File: src/rtl/i2c_pkg.sv
// Shared I2C definitions used by both the target and the master ends of the link.
package i2c_pkg;
  localparam logic [6:0] SLAVE_ADDR_DEF = 7'b1100101;
  localparam logic       ACK            = 1'b0;
  localparam logic       NACK           = 1'b1;

  typedef enum logic [2:0] {
    IDLE,
    ADDR,
    ADDR_ACK,
    RX,
    RX_ACK,
    TX,
    TX_ACK
  } state_t;
endpackage

File: src/rtl/i2c_line_sync.sv
// Synchronizes scl/sda into the system clock domain and flags edges and START/STOP.
module i2c_line_sync #(
  parameter int SYNC_STAGES = 2
) (
  input  logic clk,
  input  logic rst,
  input  logic scl,
  input  logic sda,
  output logic scl_rise,
  output logic scl_fall,
  output logic start_det,
  output logic stop_det,
  output logic sda_s
);
  logic [SYNC_STAGES-1:0] scl_q, sda_q;
  logic                   scl_s, scl_p, sda_p;

  assign scl_s = scl_q[SYNC_STAGES-1];
  assign sda_s = sda_q[SYNC_STAGES-1];

  // Sync chains plus one previous-value flop per line; idle bus level is high.
  always_ff @(posedge clk or posedge rst) begin
    if (rst) begin
      scl_q <= '1;
      sda_q <= '1;
      scl_p <= 1'b1;
      sda_p <= 1'b1;
    end else begin
      scl_q <= {scl_q[SYNC_STAGES-2:0], scl};
      sda_q <= {sda_q[SYNC_STAGES-2:0], sda};
      scl_p <= scl_s;
      sda_p <= sda_s;
    end
  end

  assign scl_rise  =  scl_s & ~scl_p;
  assign scl_fall  = ~scl_s &  scl_p;
  assign start_det =  scl_s &  sda_p & ~sda_s;
  assign stop_det  =  scl_s & ~sda_p &  sda_s;
endmodule

File: src/rtl/i2c_target.sv
// I2C target: address match, write-byte receive and read-byte transmit with acks.
module i2c_target
  import i2c_pkg::*;
#(
  parameter logic [6:0] SLAVE_ADDR  = SLAVE_ADDR_DEF,
  parameter int         SYNC_STAGES = 2
) (
  input  logic       sys_clk,
  input  logic       sys_rst,
  input  logic       scl,
  input  logic       sda,
  output logic       sda_slave,
  output logic [7:0] rx_data,
  output logic       rx_valid,
  input  logic [7:0] tx_data,
  output logic       tx_load,
  output logic       busy
);
  logic       scl_rise, scl_fall, start_det, stop_det, sda_s;
  state_t     state, state_n;
  logic [2:0] cnt, cnt_n;
  logic [7:0] shreg, shreg_n, txsh, txsh_n, rxd_n, byte_in;
  logic       rw, rw_n, ph, ph_n, sda_n, rxv_n, txl_n, busy_n, load;

  i2c_line_sync #(.SYNC_STAGES(SYNC_STAGES)) u_sync (
    .clk(sys_clk), .rst(sys_rst), .scl(scl), .sda(sda),
    .scl_rise(scl_rise), .scl_fall(scl_fall),
    .start_det(start_det), .stop_det(stop_det), .sda_s(sda_s)
  );

  assign byte_in = {shreg[6:0], sda_s};

  // State and all output registers; sda_slave is registered so reset releases it at once.
  always_ff @(posedge sys_clk or posedge sys_rst) begin
    if (sys_rst) begin
      state     <= IDLE;
      cnt       <= '0;
      shreg     <= '0;
      txsh      <= '0;
      rw        <= 1'b0;
      ph        <= 1'b0;
      sda_slave <= 1'b1;
      rx_data   <= '0;
      rx_valid  <= 1'b0;
      tx_load   <= 1'b0;
      busy      <= 1'b0;
    end else begin
      state     <= state_n;
      cnt       <= cnt_n;
      shreg     <= shreg_n;
      txsh      <= txsh_n;
      rw        <= rw_n;
      ph        <= ph_n;
      sda_slave <= sda_n;
      rx_data   <= rxd_n;
      rx_valid  <= rxv_n;
      tx_load   <= txl_n;
      busy      <= busy_n;
    end
  end

  // Next-state logic; START/STOP win over any scl edge in the same cycle.
  // ph marks the second half of an ack slot (target: driving ack; TX_ACK: master acked).
  always_comb begin
    state_n = state;
    cnt_n   = cnt;
    shreg_n = shreg;
    txsh_n  = txsh;
    rw_n    = rw;
    ph_n    = ph;
    sda_n   = sda_slave;
    rxd_n   = rx_data;
    rxv_n   = 1'b0;
    txl_n   = 1'b0;
    busy_n  = busy;
    load    = 1'b0;
    if (start_det) begin
      state_n = ADDR;
      cnt_n   = '0;
      sda_n   = NACK;
    end else if (stop_det) begin
      state_n = IDLE;
      sda_n   = NACK;
      busy_n  = 1'b0;
    end else begin
      unique case (state)
        IDLE: sda_n = NACK;
        ADDR: if (scl_rise) begin
          shreg_n = byte_in;
          cnt_n   = cnt + 3'd1;
          if (cnt == 3'd7) begin
            if (byte_in[7:1] == SLAVE_ADDR) begin
              rw_n    = byte_in[0];
              busy_n  = 1'b1;
              ph_n    = 1'b0;
              state_n = ADDR_ACK;
            end else begin
              busy_n  = 1'b0;
              state_n = IDLE;
            end
          end
        end
        ADDR_ACK, RX_ACK: if (scl_fall) begin
          if (!ph) begin
            sda_n = ACK;
            ph_n  = 1'b1;
          end else if (state == RX_ACK || !rw) begin
            sda_n   = NACK;
            cnt_n   = '0;
            state_n = RX;
          end else begin
            load = 1'b1;
          end
        end
        RX: if (scl_rise) begin
          shreg_n = byte_in;
          cnt_n   = cnt + 3'd1;
          if (cnt == 3'd7) begin
            rxd_n   = byte_in;
            rxv_n   = 1'b1;
            ph_n    = 1'b0;
            state_n = RX_ACK;
          end
        end
        TX: if (scl_fall) begin
          if (cnt == 3'd7) begin
            sda_n   = NACK;
            cnt_n   = '0;
            ph_n    = 1'b0;
            state_n = TX_ACK;
          end else begin
            sda_n  = txsh[6];
            txsh_n = {txsh[6:0], 1'b0};
            cnt_n  = cnt + 3'd1;
          end
        end
        TX_ACK: begin
          if (scl_rise) begin
            if (sda_s == ACK) ph_n = 1'b1;
            else begin
              busy_n  = 1'b0;
              state_n = IDLE;
            end
          end else if (scl_fall && ph) begin
            load = 1'b1;
          end
        end
        default: state_n = IDLE;
      endcase
    end
    // Start of a read byte: capture tx_data and drive its MSB right away.
    if (load) begin
      txsh_n  = tx_data;
      txl_n   = 1'b1;
      sda_n   = tx_data[7];
      cnt_n   = '0;
      state_n = TX;
    end
  end
endmodule

File: config.mk
export PLATFORM = sky130hd
export DESIGN_NAME = i2c_target
export DESIGN_NICKNAME = d
export VERILOG_FILES = /design/src/rtl/i2c_pkg.sv /design/src/rtl/i2c_line_sync.sv /design/src/rtl/i2c_target.sv
export SDC_FILE = /design/constraint.sdc
export NUM_CORES = 1
export LEC_CHECK = 0
export BUFFER_PORTS_ARGS = -buffer_cell sky130_fd_sc_hd__buf_4
export CORE_MARGIN = 1.5
export CORE_UTILIZATION = 55
export DETAILED_ROUTE_END_ITERATION = 10
export PLACE_DENSITY_LB_ADDON = 0.05
export SLEW_MARGIN = 0
export SYNTH_ARGS = -nofsm -noshare
export SYNTH_HDL_FRONTEND = slang
export SYNTH_SLANG_ARGS = --single-unit
File: constraint.sdc
create_clock -name sys_clk -period 4.4 [get_ports sys_clk]
set_input_delay 1.1 -clock sys_clk [delete_from_list [all_inputs] [get_ports sys_clk]]
set_output_delay 1.1 -clock sys_clk [all_outputs]
set_load 0.01 [all_outputs]
==> flow_metrics.tcl, run 1 <==
set metrics [dict create \
    outcome "complete, no violations" \
    diodes 0 \
    cts_buffer_depth 2 \
    firstDrtPassIters 4 \
    holdBufCountCts 0 \
    synth.cells.most_frequent "33 x dfrtp_1, 17 x mux2_2, 15 x nand2_1" \
    dieArea_um2 4260 \
    die_y_um 65.2 \
    first_iter_violations 176 \
    start_util 0.578 \
    path_class "reg2reg" \
    num_vias 1595 \
    p_per_area_nw_per_um2 331 \
    finalCritPeriodShare 0.541 \
    synth.distinct_cells 55 \
    timing.fmax_mhz 420 \
    io_buffers 23 \
    die_width_um 65.2 \
    cts_max_level 2 \
    hpwl_um 3040 \
    drive_above_1_share 0.294 \
    setup_viol 0 \
    yosys-top-cells-area "dfrtp_1 39%, mux2_2 9.0%, dfstp_2 8.6%, mux2i_1 3.3%, nand2_1 2.6%" \
    num_rows 22 \
    design_area_um2 2410 \
    track_usage 0.231 \
    postRouteAntennaNets 0 \
    place_area_um2 2290 \
    overflow 0 \
    synth.avg_cell_area_um2 10.8 \
    vias_per_cell 6.00 \
    synth_xor_area_frac 0.00822 \
    tns_ns 0 \
    cts_setup_buffers 0 \
    syn2layout_area_growth_pct 13.3 \
    met1_length_um 1860 \
    hold_violations 0 \
    route.met2.wl_um 2200 \
    synth_async_sr_flop_share 1.00 \
    grt_pass1_vias 1578 \
    synth_most_common_cell "dfrtp_1" \
    timing.final.crit_period_ns 2.38 \
    synth-compound-area-share 0.151 \
    dr.max_layer_used "met4" \
    cts_resized 0 \
    cp_data_arrival_time_ns 2.56 \
    synth.net_count 211 \
    ios 24 \
    clk_pin_slew_ns 0.08 \
    rsz0062_at_grt "false" \
    critPathLaunchType "flop" \
    yosys_warnings 0 \
    synth_edf_count 0 \
    met3WireLength_um 223 \
    maxSlewViolCount 0 \
    crit_path_end_kind "flop" \
    cts_tree "built" \
    wl_um 4340 \
    core_area_um2 3690 \
    cp_max_fo 20 \
    muxShareOfSynthArea 0.130 \
    layout.nets 231 \
    min_path_type "reg2reg" \
    synth_seq_cells 40 \
    synth_top_cell_area_share 0.388 \
    cts-root-buf "clkbuf_8" \
    synth_adder_area_share 0.0117 \
    wire_per_inst_um 16.3 \
    yosysTopAreaCell "dfrtp_1" \
    worst_slew_pin_slew_ns 0.806 \
    route.detailed.drc 0 \
    grt_pass1_wl_um 7470 \
    cts_inserted_buffers 5 \
    synth_cells 197 \
    power.leakage_nw 1.11 \
    insertion_delay_ns 0.29 \
    ys_seq_area_frac 0.474 \
    crit_required_ns 4.58 \
    synth_top_family_by_area "simple AND/OR/NAND/NOR gates" \
    grt_max_degree 41 \
    cts_sinks 40 \
    gp_congestion 0.854 \
    netlist_area_um2 2130 \
    synth_ff_type "dfrtp_1" \
    ir_drop_v 0.000187 \
    synthSimpleGateAreaFrac 0.171 \
    drv_cap 0 \
    antenna_found_initial 0 \
    finClkSkew_ns 0.00575 \
    relSlewSlack 0.459 \
]
-- layout by cell type, fill, tap and decap left out, drive strengths merged, types with 2 or more instances in the layout --
| cell | Yosys | routed |
|---|---|---|
| dfrtp | 33 | 33 |
| buf | 11 | 24 |
| mux2 | 18 | 18 |
| nand2 | 15 | 15 |
| o21ai | 14 | 14 |
| inv | 9 | 9 |
| a21oi | 9 | 9 |
| nor2 | 9 | 9 |
| mux2i | 7 | 7 |
| clkbuf | 0 | 7 |
| dfstp | 7 | 7 |
| nor3 | 5 | 5 |
| and2 | 4 | 4 |
| nand4 | 4 | 4 |
| nand3b | 4 | 4 |
| nand2b | 3 | 3 |
| nor3b | 3 | 3 |
| o22ai | 3 | 3 |
| o211ai | 3 | 3 |
| xor2 | 2 | 2 |
| nor2b | 2 | 2 |
| nand3 | 2 | 2 |
| a211o | 2 | 2 |
| o22a | 2 | 2 |
| ha | 2 | 2 |
| or2 | 2 | 2 |
-- flip-flops by register name, summed over array words and instances, names as in the netlist --
register      flops
ph                1
rx_valid          1
tx_load           1
u_sync.scl_q      2
state             3
u_sync.sda_q      2
rx_data           8
u_sync.scl_p      1
shreg             7
txsh              7
busy              1
u_sync.sda_p      1
sda_slave         1
cnt               3
rw                1
-- path summary, 6_finish.rpt --
path	start	cells after the start	to	slack [ns]
setup reg to reg	state[1]$_DFFE_PP0P_	6	state[0]$_DFFE_PP0P_	2.02
hold reg to reg	u_sync.sda_q[0]$_DFF_PP1_	0	u_sync.sda_q[1]$_DFF_PP1_	0.36
min in group asynchronous	sys_rst	3	txsh[0]$_DFFE_PP0P_	0.93
setup / recovery	state[1]$_DFFE_PP0P_	6	state[0]$_DFFE_PP0P_	2.02
hold / removal	u_sync.sda_q[0]$_DFF_PP1_	0	u_sync.sda_q[1]$_DFF_PP1_	0.36
max in group asynchronous	sys_rst	3	u_sync.sda_p$_DFF_PP1_	3.11
-- report_power, final --
group	total [mW]	internal, mW	switching, mW
combinational	0.0709	0.0338	0.0371
sequential	0.404	0.382	0.0222
clock	0.325	0.200	0.125
-- through the flow --
step	util	worst slack, ns	cells	hold slack, ns	total power [mW]
6_report	0.655	2.02	266	0.360	0.800
5_1_grt	0.655	1.88	266	0.366	0.832
4_1_cts	0.655	2.09	266	0.362	0.806
3_5_place_dp	0.620	2.11	258	0.351	0.482
3_3_place_gp	0.620	2.23	258	0.345	0.479
2_1_floorplan	-	2.39	197	0.345	0.461
-- layout make-up --
| type | count | area (um^2) |
|---|---|---|
| flip-flops and latches | 40 | 1010 |
| clock inverters | 1 | 30.0 |
| inverters | 9 | 33.8 |
| clock buffers | 7 | 96.3 |
| multi-input cells | 137 | 1000 |
| fillers | 310 | 1270 |
| repair buffers | 24 | 180 |
| well taps | 48 | 60.1 |
-- cell families (layout without fill, tap and decap cells) --
kind of cell / after synthesis / in the layout
AO/OA/AOI/OAI: 45 / 45
buffers and inverters: 20 / 41
AND/OR/NAND/NOR: 63 / 63
XOR/XNOR: 2 / 2
flip-flops: 40 / 40
adder cells (fa/ha/maj): 2 / 2
multiplexers: 25 / 25
-- layer usage --
metal | track usage | vias up
li1 | - | 757
met1 | 0.297 | 777
met2 | 0.388 | 52
met3 | 0.0548 | 9
met4 | 0.0703 | 0
met5 | 0 | -
-- worst max-delay path: stages (launching register included) --
cell,delay (ns)
dfrtp_1,0.72
nor2b_1,0.31
nand4_1,0.21
inv_1,0.44
o22ai_1,0.17
nand2_1,0.13
mux2_4,0.29
Power figures use the tool's default switching activity.
==> run 2, diff against run 1 <==
- ABC_AREA: unset -> 1
- clock period: 4.4 -> 2.37 ns (I/O delays scaled with it)
==> run 2 against run 1 <==
Effect of this change: clock skew hardly changed; cell count increased by 32%; worst setup slack worse by 1.6 ns; power rose by 70%; final area up 2.0%; sequential power rose by 85%; sequential share of layout area is 0.81 points lower; hold slack worse by 0.0061 ns; synthesized area grew 2.8%; register-to-register slack worse by 1.6 ns.
==> flow_metrics.tcl, run 2 <==
set metrics [dict create \
    outcome "complete, no violations" \
    tns_ns 0 \
    yosys-top-cells-area "dfrtp_1 38%, nand2_1 15%, dfstp_2 8.4%, o21ai_0 7.1%, inv_1 5.8%" \
    ir_drop_v 0.000406 \
    p_int_uw 995 \
    mostFrequentLayoutCells "89 x nand2_1, 34 x inv_1, 33 x dfrtp_1, 31 x o21ai_0, 24 x buf_4" \
    startpoint "state[1]$_DFFE_PP0P_" \
    power.switching_uw 368 \
    cts_resized 0 \
    maxSlewViolCount 0 \
    cts_buffer_depth 2 \
    wire_per_inst_um 11.9 \
    synth_seq_cells 40 \
    grtUsageMet1 0.309 \
    r2r_end "cnt[0]$_DFFE_PP0P_" \
    hold_violations 0 \
    firstDrtPassIters 4 \
    grt_max_degree 41 \
    first_iter_violations 136 \
    drive_above_1_share 0.217 \
    min_path_type "reg2reg" \
    synth_edf_count 0 \
    relSlewSlack 0.620 \
    cts-root-buf "clkbuf_8" \
    preCtsSetupSlack_ns 0.475 \
    synth.net_count 292 \
    diodes 0 \
    dieArea_um2 4370 \
    cp_max_fo 17 \
    synth.cells.most_frequent "89 x nand2_1, 34 x inv_1, 33 x dfrtp_1" \
    met2_usage 0.314 \
    reg2reg_slack_ns 0.46 \
    p_sw_frac 0.270 \
    drv_cap 0 \
    synth_most_common_cell "nand2_1" \
    nFillCells 339 \
    core_area_um2 3740 \
    syn2layout_area_growth_pct 12.4 \
    clkPwrFrac 0.317 \
    layout.nets 317 \
    cts_sinks 40 \
    path_class "reg2reg" \
    die_width_um 66.1 \
    finClkSkew_ns 0.00574 \
    clk_pin_slew_ns 0.07 \
    largest_reg_flops 8 \
    p_per_area_nw_per_um2 553 \
    top_regs "rx_data x8, shreg x7, txsh x7" \
    ys_seq_area_frac 0.461 \
    yosysTopAreaCell "dfrtp_1" \
    crit_path_end_kind "flop" \
    regMostFlops "rx_data" \
    power.leakage_nw 1.17 \
    grt_pass1_wl_um 7350 \
    final_cells 352 \
    r2r_start "state[1]$_DFFE_PP0P_" \
    wl_um 4180 \
    area.sequential_um2 1010 \
    synth.distinct_cells 30 \
    setup_viol 0 \
    synth_ff_type "dfrtp_1" \
    grt_pass1_vias 1688 \
    track_usage 0.222 \
    gp_congestion 0.974 \
    mostFrequentLayoutCell "nand2_1" \
    holdPathStages 0 \
    ios 24 \
    hp-start "u_sync.scl_q[0]$_DFF_PP1_" \
    netlist_area_um2 2190 \
    yosys_warnings 0 \
    multi_input_area_um2 986 \
    rr_worst_depth 9 \
    synth_top_cell_area_share 0.377 \
    cts_max_level 2 \
    placed_cells 344 \
    insertion_delay_ns 0.29 \
    die_y_um 66.1 \
    vias_per_cell 5.20 \
    crit_required_ns 2.55 \
    hpwl_um 3070 \
    cts_tree "built" \
    final.setup.worst_slack_ns 0.462 \
    timing.fmax_mhz 524 \
    start_util 0.585 \
    cp_data_arrival_time_ns 2.09 \
    overflow 0 \
    worst_slew_pin_slew_ns 0.569 \
    cts_setup_buffers 0 \
    rsz0062_at_grt "false" \
    num_vias 1829 \
    hold_ws_ns 0.354 \
    route.detailed.drc 0 \
    holdBufCountCts 0 \
    finalCritPeriodShare 0.805 \
    grt_use_met3 0.0596 \
    power.share.sequential 0.548 \
    synth_cells 278 \
    critPathLaunchType "flop" \
    holdPathEnd "u_sync.scl_q[1]$_DFF_PP1_" \
    cts_inserted_buffers 5 \
    busiest_layer "met2" \
    postRouteAntennaNets 0 \
    io_buffers 23 \
    combPwrFrac 0.135 \
    synth.avg_cell_area_um2 7.88 \
    antenna_found_initial 0 \
    num_rows 22 \
    synth_async_sr_flop_share 1.00 \
    timing.final.crit_period_ns 1.91 \
]
## run 2: layout make-up
cell class / count / share of cell area
Sequential cell: 40 / 0.410
Multi-Input combinational cell: 195 / 0.400
Timing Repair Buffer: 24 / 0.0732
Inverter: 37 / 0.0574
Clock buffer: 7 / 0.0310
Tap cell: 48 / 0.0244
Clock inverter: 1 / 0.00356
## run 2: how the worst max path moves through the flow
stage	slack [ns]	cells after the start	end
CTS	0.46	9	cnt[0]$_DFFE_PP0P_
finish	0.46	9	cnt[0]$_DFFE_PP0P_
floorplan	0.87	1	busy$_DFFE_PP0P_
global placement	0.47	9	cnt[2]$_DFFE_PP0P_
global route	0.26	9	state[1]$_DFFE_PP0P_
detailed placement	0.48	9	cnt[0]$_DFFE_PP0P_
## run 2: kinds of logic after synthesis
group,Yosys count,share of synthesized area
flops,40,0.461
fa+ha+maj,2,0.0114
simple gates,150,0.320
buf+inv,43,0.0891
compound gates,43,0.118
## run 2: per-layer routing
layer / wire length [um] / up-vias
met3: 263 / 10
met4: 109 / 0
met2: 1820 / 60
met1: 1990 / 825
li1: - / 934
met5: 0 / -
## run 2: power by group through the flow
stage	Sequential [mW]	Combinational, mW	Clock, mW
after global routing	0.752	0.211	0.485
after CTS	0.747	0.184	0.451
after global placement	0.758	0.181	0
after detailed placement	0.759	0.183	0
final	0.747	0.184	0.432
after floorplan	0.754	0.135	0
## run 2: through the flow
stage                     total power [mW]  utilization  instance area (um^2)
final                                 1.36        0.658                  2460
after global routing                  1.45        0.658                  2460
after CTS                             1.38        0.658                  2460
after detailed placement             0.943        0.635                  2380
after global placement               0.939        0.635                  2380
after floorplan                      0.889            -                  2190
## run 2: critical path, cell delays in order, from the launching register on
cell	delay, ns
dfrtp_1	0.60
inv_2	0.14
nor2_1	0.15
o21ai_1	0.13
nor2_4	0.34
nor2_1	0.12
o21ai_2	0.12
nand2_2	0.09
nand2_1	0.07
nand2_1	0.04
